File: config.mk
export PLATFORM = sky130hd
export DESIGN_NAME = line_arbiter
export DESIGN_NICKNAME = d
export VERILOG_FILES = /design/src/rtl/line_arbiter_pkg.sv /design/src/rtl/line_arbiter_rr_picker.sv /design/src/rtl/line_arbiter.sv
export SDC_FILE = /design/constraint.sdc
export NUM_CORES = 1
export LEC_CHECK = 0
export BUFFER_PORTS_ARGS = -buffer_cell sky130_fd_sc_hd__buf_4
export CORE_AREA = 2 2 545 547
export CTS_CLUSTER_DIAMETER = 120
export DETAILED_ROUTE_END_ITERATION = 12
export DIE_AREA = 0 0 547 549
export SLEW_MARGIN = 25
export SYNTH_ARGS = -nofsm -noshare
export SYNTH_HDL_FRONTEND = slang
export SYNTH_SLANG_ARGS = --single-unit
File: constraint.sdc
create_clock -name clk -period 9.5 [get_ports clk]
set_clock_uncertainty 0.05 [all_clocks]
set_input_delay 1.425 -clock clk [delete_from_list [all_inputs] [get_ports clk]]
set_output_delay 1.425 -clock clk [all_outputs]
set_load 0.01 [all_outputs]
File: src/rtl/line_arbiter_pkg.sv
// Shared types for the cache-line arbiter in front of the physical memory port.
package line_arbiter_pkg;

    typedef enum logic [1:0] {
        IDLE,
        BUSY,
        DONE
    } arb_state_t;

    typedef enum logic {
        RD,
        WR
    } mem_op_t;

    // Index width for a channel count; a single channel still needs one bit.
    function automatic int idx_width(input int n);
        return (n > 1) ? $clog2(n) : 1;
    endfunction

endpackage

File: src/rtl/line_arbiter_rr_picker.sv
// Combinational winner search over a request vector, starting at a given index
// and wrapping modulo NUM_CH. A start of 0 gives fixed lowest-index priority.
module rr_picker
    import line_arbiter_pkg::*;
#(
    parameter int NUM_CH = 2,
    parameter int IDX_W  = idx_width(NUM_CH)
) (
    input  logic [NUM_CH-1:0] req_i,
    input  logic [IDX_W-1:0]  start_i,
    output logic [IDX_W-1:0]  idx_o,
    output logic              valid_o
);

    logic [IDX_W-1:0] cand;

    // NOTE: every output of a combinational block gets a default before any
    // conditional assignment, otherwise synthesis infers a latch.
    always_comb begin
        valid_o = 1'b0;
        idx_o   = '0;
        cand    = '0;
        for (int i = 0; i < NUM_CH; i++) begin
            cand = IDX_W'((int'(start_i) + i) % NUM_CH);
            if (!valid_o && req_i[cand]) begin
                valid_o = 1'b1;
                idx_o   = cand;
            end
        end
    end

endmodule

File: src/rtl/line_arbiter.sv
// N-channel arbiter funnelling cache-line reads/writes onto one pmem port,
// one transaction in flight, round-robin or fixed-priority grant.
module line_arbiter
    import line_arbiter_pkg::*;
#(
    parameter int NUM_CH  = 2,
    parameter int LINE_W  = 256,
    parameter int ADDR_W  = 32,
    parameter bit RR_MODE = 1'b1
) (
    input  logic                     clk,
    input  logic                     rst,
    input  logic [NUM_CH-1:0]        ch_read,
    input  logic [NUM_CH-1:0]        ch_write,
    input  logic [NUM_CH*ADDR_W-1:0] ch_address,
    input  logic [NUM_CH*LINE_W-1:0] ch_wdata,
    output logic [LINE_W-1:0]        ch_rdata,
    output logic [NUM_CH-1:0]        ch_resp,
    output logic                     pmem_read,
    output logic                     pmem_write,
    output logic [ADDR_W-1:0]        pmem_address,
    output logic [LINE_W-1:0]        pmem_wdata,
    input  logic [LINE_W-1:0]        pmem_rdata,
    input  logic                     pmem_resp
);

    localparam int IDX_W = idx_width(NUM_CH);

    arb_state_t         state_q, state_d;
    mem_op_t            op_q, op_d;
    logic [IDX_W-1:0]   grant_q, grant_d;
    logic [IDX_W-1:0]   rr_ptr_q, rr_ptr_d;
    logic [ADDR_W-1:0]  addr_q, addr_d;
    logic [LINE_W-1:0]  wdata_q, wdata_d;

    logic [NUM_CH-1:0]  req;
    logic [IDX_W-1:0]   pick_idx;
    logic               pick_valid;

    assign req = ch_read | ch_write;

    rr_picker #(
        .NUM_CH (NUM_CH),
        .IDX_W  (IDX_W)
    ) u_picker (
        .req_i   (req),
        .start_i (RR_MODE ? rr_ptr_q : '0),
        .idx_o   (pick_idx),
        .valid_o (pick_valid)
    );

    always_comb begin
        state_d      = state_q;
        op_d         = op_q;
        grant_d      = grant_q;
        rr_ptr_d     = rr_ptr_q;
        addr_d       = addr_q;
        wdata_d      = wdata_q;
        pmem_read    = 1'b0;
        pmem_write   = 1'b0;
        pmem_address = addr_q;
        pmem_wdata   = wdata_q;
        ch_resp      = '0;
        ch_rdata     = pmem_rdata;

        unique case (state_q)
            IDLE: begin
                if (pick_valid) begin
                    state_d  = BUSY;
                    grant_d  = pick_idx;
                    addr_d   = ch_address[pick_idx*ADDR_W +: ADDR_W];
                    wdata_d  = ch_wdata[pick_idx*LINE_W +: LINE_W];
                    // Write wins over read on the same channel: writeback before fill.
                    op_d     = ch_write[pick_idx] ? WR : RD;
                    rr_ptr_d = (int'(pick_idx) == NUM_CH - 1) ? '0 : pick_idx + 1'b1;
                end
            end
            BUSY: begin
                pmem_read  = (op_q == RD);
                pmem_write = (op_q == WR);
                if (pmem_resp) begin
                    ch_resp[grant_q] = 1'b1;
                    state_d          = DONE;
                end
            end
            DONE: state_d = IDLE;
            default: state_d = IDLE;
        endcase
    end

    // NOTE: sequential state uses non-blocking assignments so every register
    // samples the pre-edge values regardless of statement order.
    always_ff @(posedge clk or posedge rst) begin
        if (rst) begin
            state_q  <= IDLE;
            op_q     <= RD;
            grant_q  <= '0;
            rr_ptr_q <= '0;
            addr_q   <= '0;
            wdata_q  <= '0;
        end else begin
            state_q  <= state_d;
            op_q     <= op_d;
            grant_q  <= grant_d;
            rr_ptr_q <= rr_ptr_d;
            addr_q   <= addr_d;
            wdata_q  <= wdata_d;
        end
    end

endmodule

==> reports/summary.txt <==
CTS tree -> done
Leak Pwr -> 10.5 nW
register bit total from synthesis -> 293
height of the die -> 549 um
grt met3 use -> 7.07%
top cells by area, synth -> dfrtp_1 (47%), a221o_1 (19%), buf_4 (12%)
share of cells above drive strength 1 -> 57.2%
GR Util met2 -> 16.7%
Inserted Clock Buffers -> 40
Port Buffers -> 874
gr ovfl total -> 0
Layout Area Growth over Synthesis -> 68.0%
# rows -> 200
final net count -> 2,668
gpl congestion -> 0.851
synthesized area per cell -> 12.2 um2
Synth Flop Type -> dfrtp_1
DRC errors left -> 0
post-CTS setup buffer count -> 0
vias in the first global route -> 15,200
largest net degree at the start of global routing -> 115
Max IR drop VDD -> 0.208 mV
# resized after CTS -> 0
core area -> 295,000 um2
initial core utilization -> 5.25%
Vias per Instance -> 2.67
Crit path top cell by count -> buf_4
Detail Route Antenna Nets -> 0
clk buf depth -> 3
Root Driver -> clkbuf_16
crit path from -> ch_write[0]
post-layout util -> 8.83%
R2R depth -> 6
clk_lat worst skew -> 630 ps
GR Util met1 -> 13.1%
fillers -> 34,100
Inst Count DP -> 5,726
final wirelength -> 180,000 um
Post-Syn Instances -> 1,273
Data arrival, critical path -> 4240 ps
max cap viols -> 0
Max-slew headroom -> 30.3%
Post-Layout Cell Count -> 5,835
Detailed Routing Iterations Pass 1 -> 5
Hold Vio Cnt, Final -> 0
pre-CTS setup slack -> 5180 ps
reg2reg end -> pmem_wdata[130]$_DFFE_PP0P_
die area -> 300,000 um2
flop2flop setup slack -> 5790 ps
final worst path period share -> 40.3%
EDFF count, synth -> 0
RR Startpoint -> state_q[0]$_DFFE_PP0P_
crit path capture type -> register
Placement Cell Area -> 24,600 um2
clk sinks -> 293
final instance area -> 26,000 um2
Ports -> 1,387
Detailed Route Iter0 Violations -> 1,616
delay-heaviest family, CP -> compound AO/OA/AOI/OAI gates
Worst Hold Class -> reg -> reg
Vias -> 15,600
Post-Synthesis Cell Area -> 15,500 um2
hpwl dp -> 160,000 um
Highest Clock Rate -> 0.261 GHz
Yosys warning count -> 0
RSZ-0062 raised after global routing -> no
setup_tns -> 0 ps
Worst path slowest cell -> or4_4
FF/Latch Area -> 7330 um2
Post-synth ARST share -> 100%
Buf+Inv Stages, Crit Path -> 2
CP cell instances -> buf_4, or4_4, buf_4, a21boi_2, a221o_1
hold buffers post-CTS -> 0
GR peak layer -> met2
CP Capture Point -> pmem_wdata[130]$_DFFE_PP0P_
CTS clk-pin slew, worst paths -> 60 ps
syn nets -> 2,112
CP required -> 9920 ps
Period minus WS final -> 3830 ps
Final setup viols -> 0
initial antenna violation count -> 224
Unique masters post-synth -> 22
sequential-to-total area share from yosys stat -> 47.3%
crit start category -> input pin
multi-input logic area -> 5560 um2
critical path peak fanout -> 43
WP depth -> 5
routed len/inst -> 30.8 um
kind of critical path -> in -> reg
Synth top area share -> 47.3%
Die W -> 547 um
Worst path max stage delay -> 800 ps
total track usage -> 11.5%
cell taking the most area after synthesis -> dfrtp_1
global-route wire length before repair -> 213,000 um
Max Transition Viols Final -> 0
H-tree levels -> 2
worst slew pin tran -> 1050 ps
worst setup margin -> 5670 ps
status -> finished clean
cell area power density -> 309 nW/um2
-- per-layer routing --
metal	vias up	routed length (um)
li1	5827	-
met1	7555	70000
met2	1640	74400
met3	537	25700
met4	40	9190
met5	-	356
-- cells in the mapped netlist, types with 3 or more instances --
| master | n |
|---|---|
| buf_2 | 26 |
| a21boi_0 | 17 |
| a21boi_2 | 99 |
| clkbuf_1 | 76 |
| buf_6 | 23 |
| a21boi_1 | 172 |
| nor2_1 | 3 |
| dfrtp_1 | 293 |
| buf_4 | 258 |
| a221o_1 | 289 |
-- through the flow --
step,hold WS [ps],power (mW)
detailed placement,444,6.54
finish,455,8.04
global route,482,8.51
floorplan,414,4.30
global placement,440,6.47
CTS,457,8.20
-- kinds of logic after synthesis --
logic type	count (synthesis)	share of synthesized area, %
AOI/OAI and AO/OA	582	35.2
and+or+nand+nor	13	0.484
buffers and inverters	385	17.0
DFF	293	47.3
-- worst min path at each step --
| stage | startpoint | endpoint | slack (ps) | cells after the start |
|---|---|---|---|---|
| floorplan | grant_q$_DFFE_PP0P_ | grant_q$_DFFE_PP0P_ | 410 | 1 |
| global placement | grant_q$_DFFE_PP0P_ | grant_q$_DFFE_PP0P_ | 440 | 1 |
| detailed placement | grant_q$_DFFE_PP0P_ | grant_q$_DFFE_PP0P_ | 440 | 1 |
| CTS | grant_q$_DFFE_PP0P_ | grant_q$_DFFE_PP0P_ | 460 | 1 |
| global route | rr_ptr_q$_DFFE_PP0P_ | rr_ptr_q$_DFFE_PP0P_ | 480 | 1 |
| finish | grant_q$_DFFE_PP0P_ | grant_q$_DFFE_PP0P_ | 460 | 1 |
-- sequential cells by signal, indices dropped and copies added, names as in the netlist --
register / flops
pmem_wdata: 256
pmem_address: 32
state_q: 2
grant_q: 1
op_q: 1
rr_ptr_q: 1
-- worst register-to-register path, stage by stage (launching register included) --
cell and delay [ps]:
dfrtp_1 420, nor2_4 150, buf_4 390, buf_4 720, buf_4 730, a21boi_2 430
a221o_1 610
-- placed cells by master (no fill, tap or decap) --
| cell | Yosys | layout |
|---|---|---|
| buf_12 | 0 | 5 |
| a21boi_2 | 99 | 99 |
| clkbuf_1 | 76 | 9 |
| buf_4 | 258 | 893 |
| nor2_1 | 3 | 2 |
| a221o_1 | 289 | 289 |
| clkinvlp_4 | 0 | 2 |
| nor2b_1 | 2 | 2 |
| and2_1 | 2 | 2 |
| a21o_1 | 2 | 2 |
| inv_6 | 0 | 1 |
| dfrtp_1 | 293 | 293 |
| nand2b_1 | 1 | 1 |
| bufinv_16 | 0 | 2 |
| clkinv_8 | 0 | 1 |
| o21ai_0 | 2 | 2 |
| a21boi_1 | 172 | 172 |
| nand2_1 | 1 | 1 |
| clkinv_2 | 0 | 6 |
| clkbuf_8 | 0 | 6 |
| or4_4 | 0 | 1 |
| diode_2 | 0 | 39 |
| o221a_4 | 0 | 1 |
| clkbuf_16 | 0 | 42 |
| and3_1 | 2 | 2 |
| inv_8 | 0 | 1 |
| clkinv_4 | 0 | 1 |
| nor2_4 | 0 | 1 |
| and3b_4 | 0 | 1 |
| a21boi_0 | 17 | 17 |
-- area by class of cell --
type	count	share of cell area [%]
antenna	39	0.375
clock buffer	57	4.48
clock inverter	13	0.548
inverter	1	0.0288
multi-input combinational	595	21.4
sequential	293	28.2
tap	3939	18.9
timing repair buffer	898	26.1
-- report_power, final --
| part | total (mW) | switching, mW | internal [mW] | leakage (nW) |
|---|---|---|---|---|
| Combinational | 4.20 | 2.28 | 1.92 | 6.26 |
| Sequential | 2.26 | 0.391 | 1.87 | 3.61 |
| Clock | 1.57 | 0.661 | 0.909 | 0.645 |
| Total | 8.04 | 3.33 | 4.70 | 10.5 |
No activity file was read; power rests on OpenSTA's default activity.
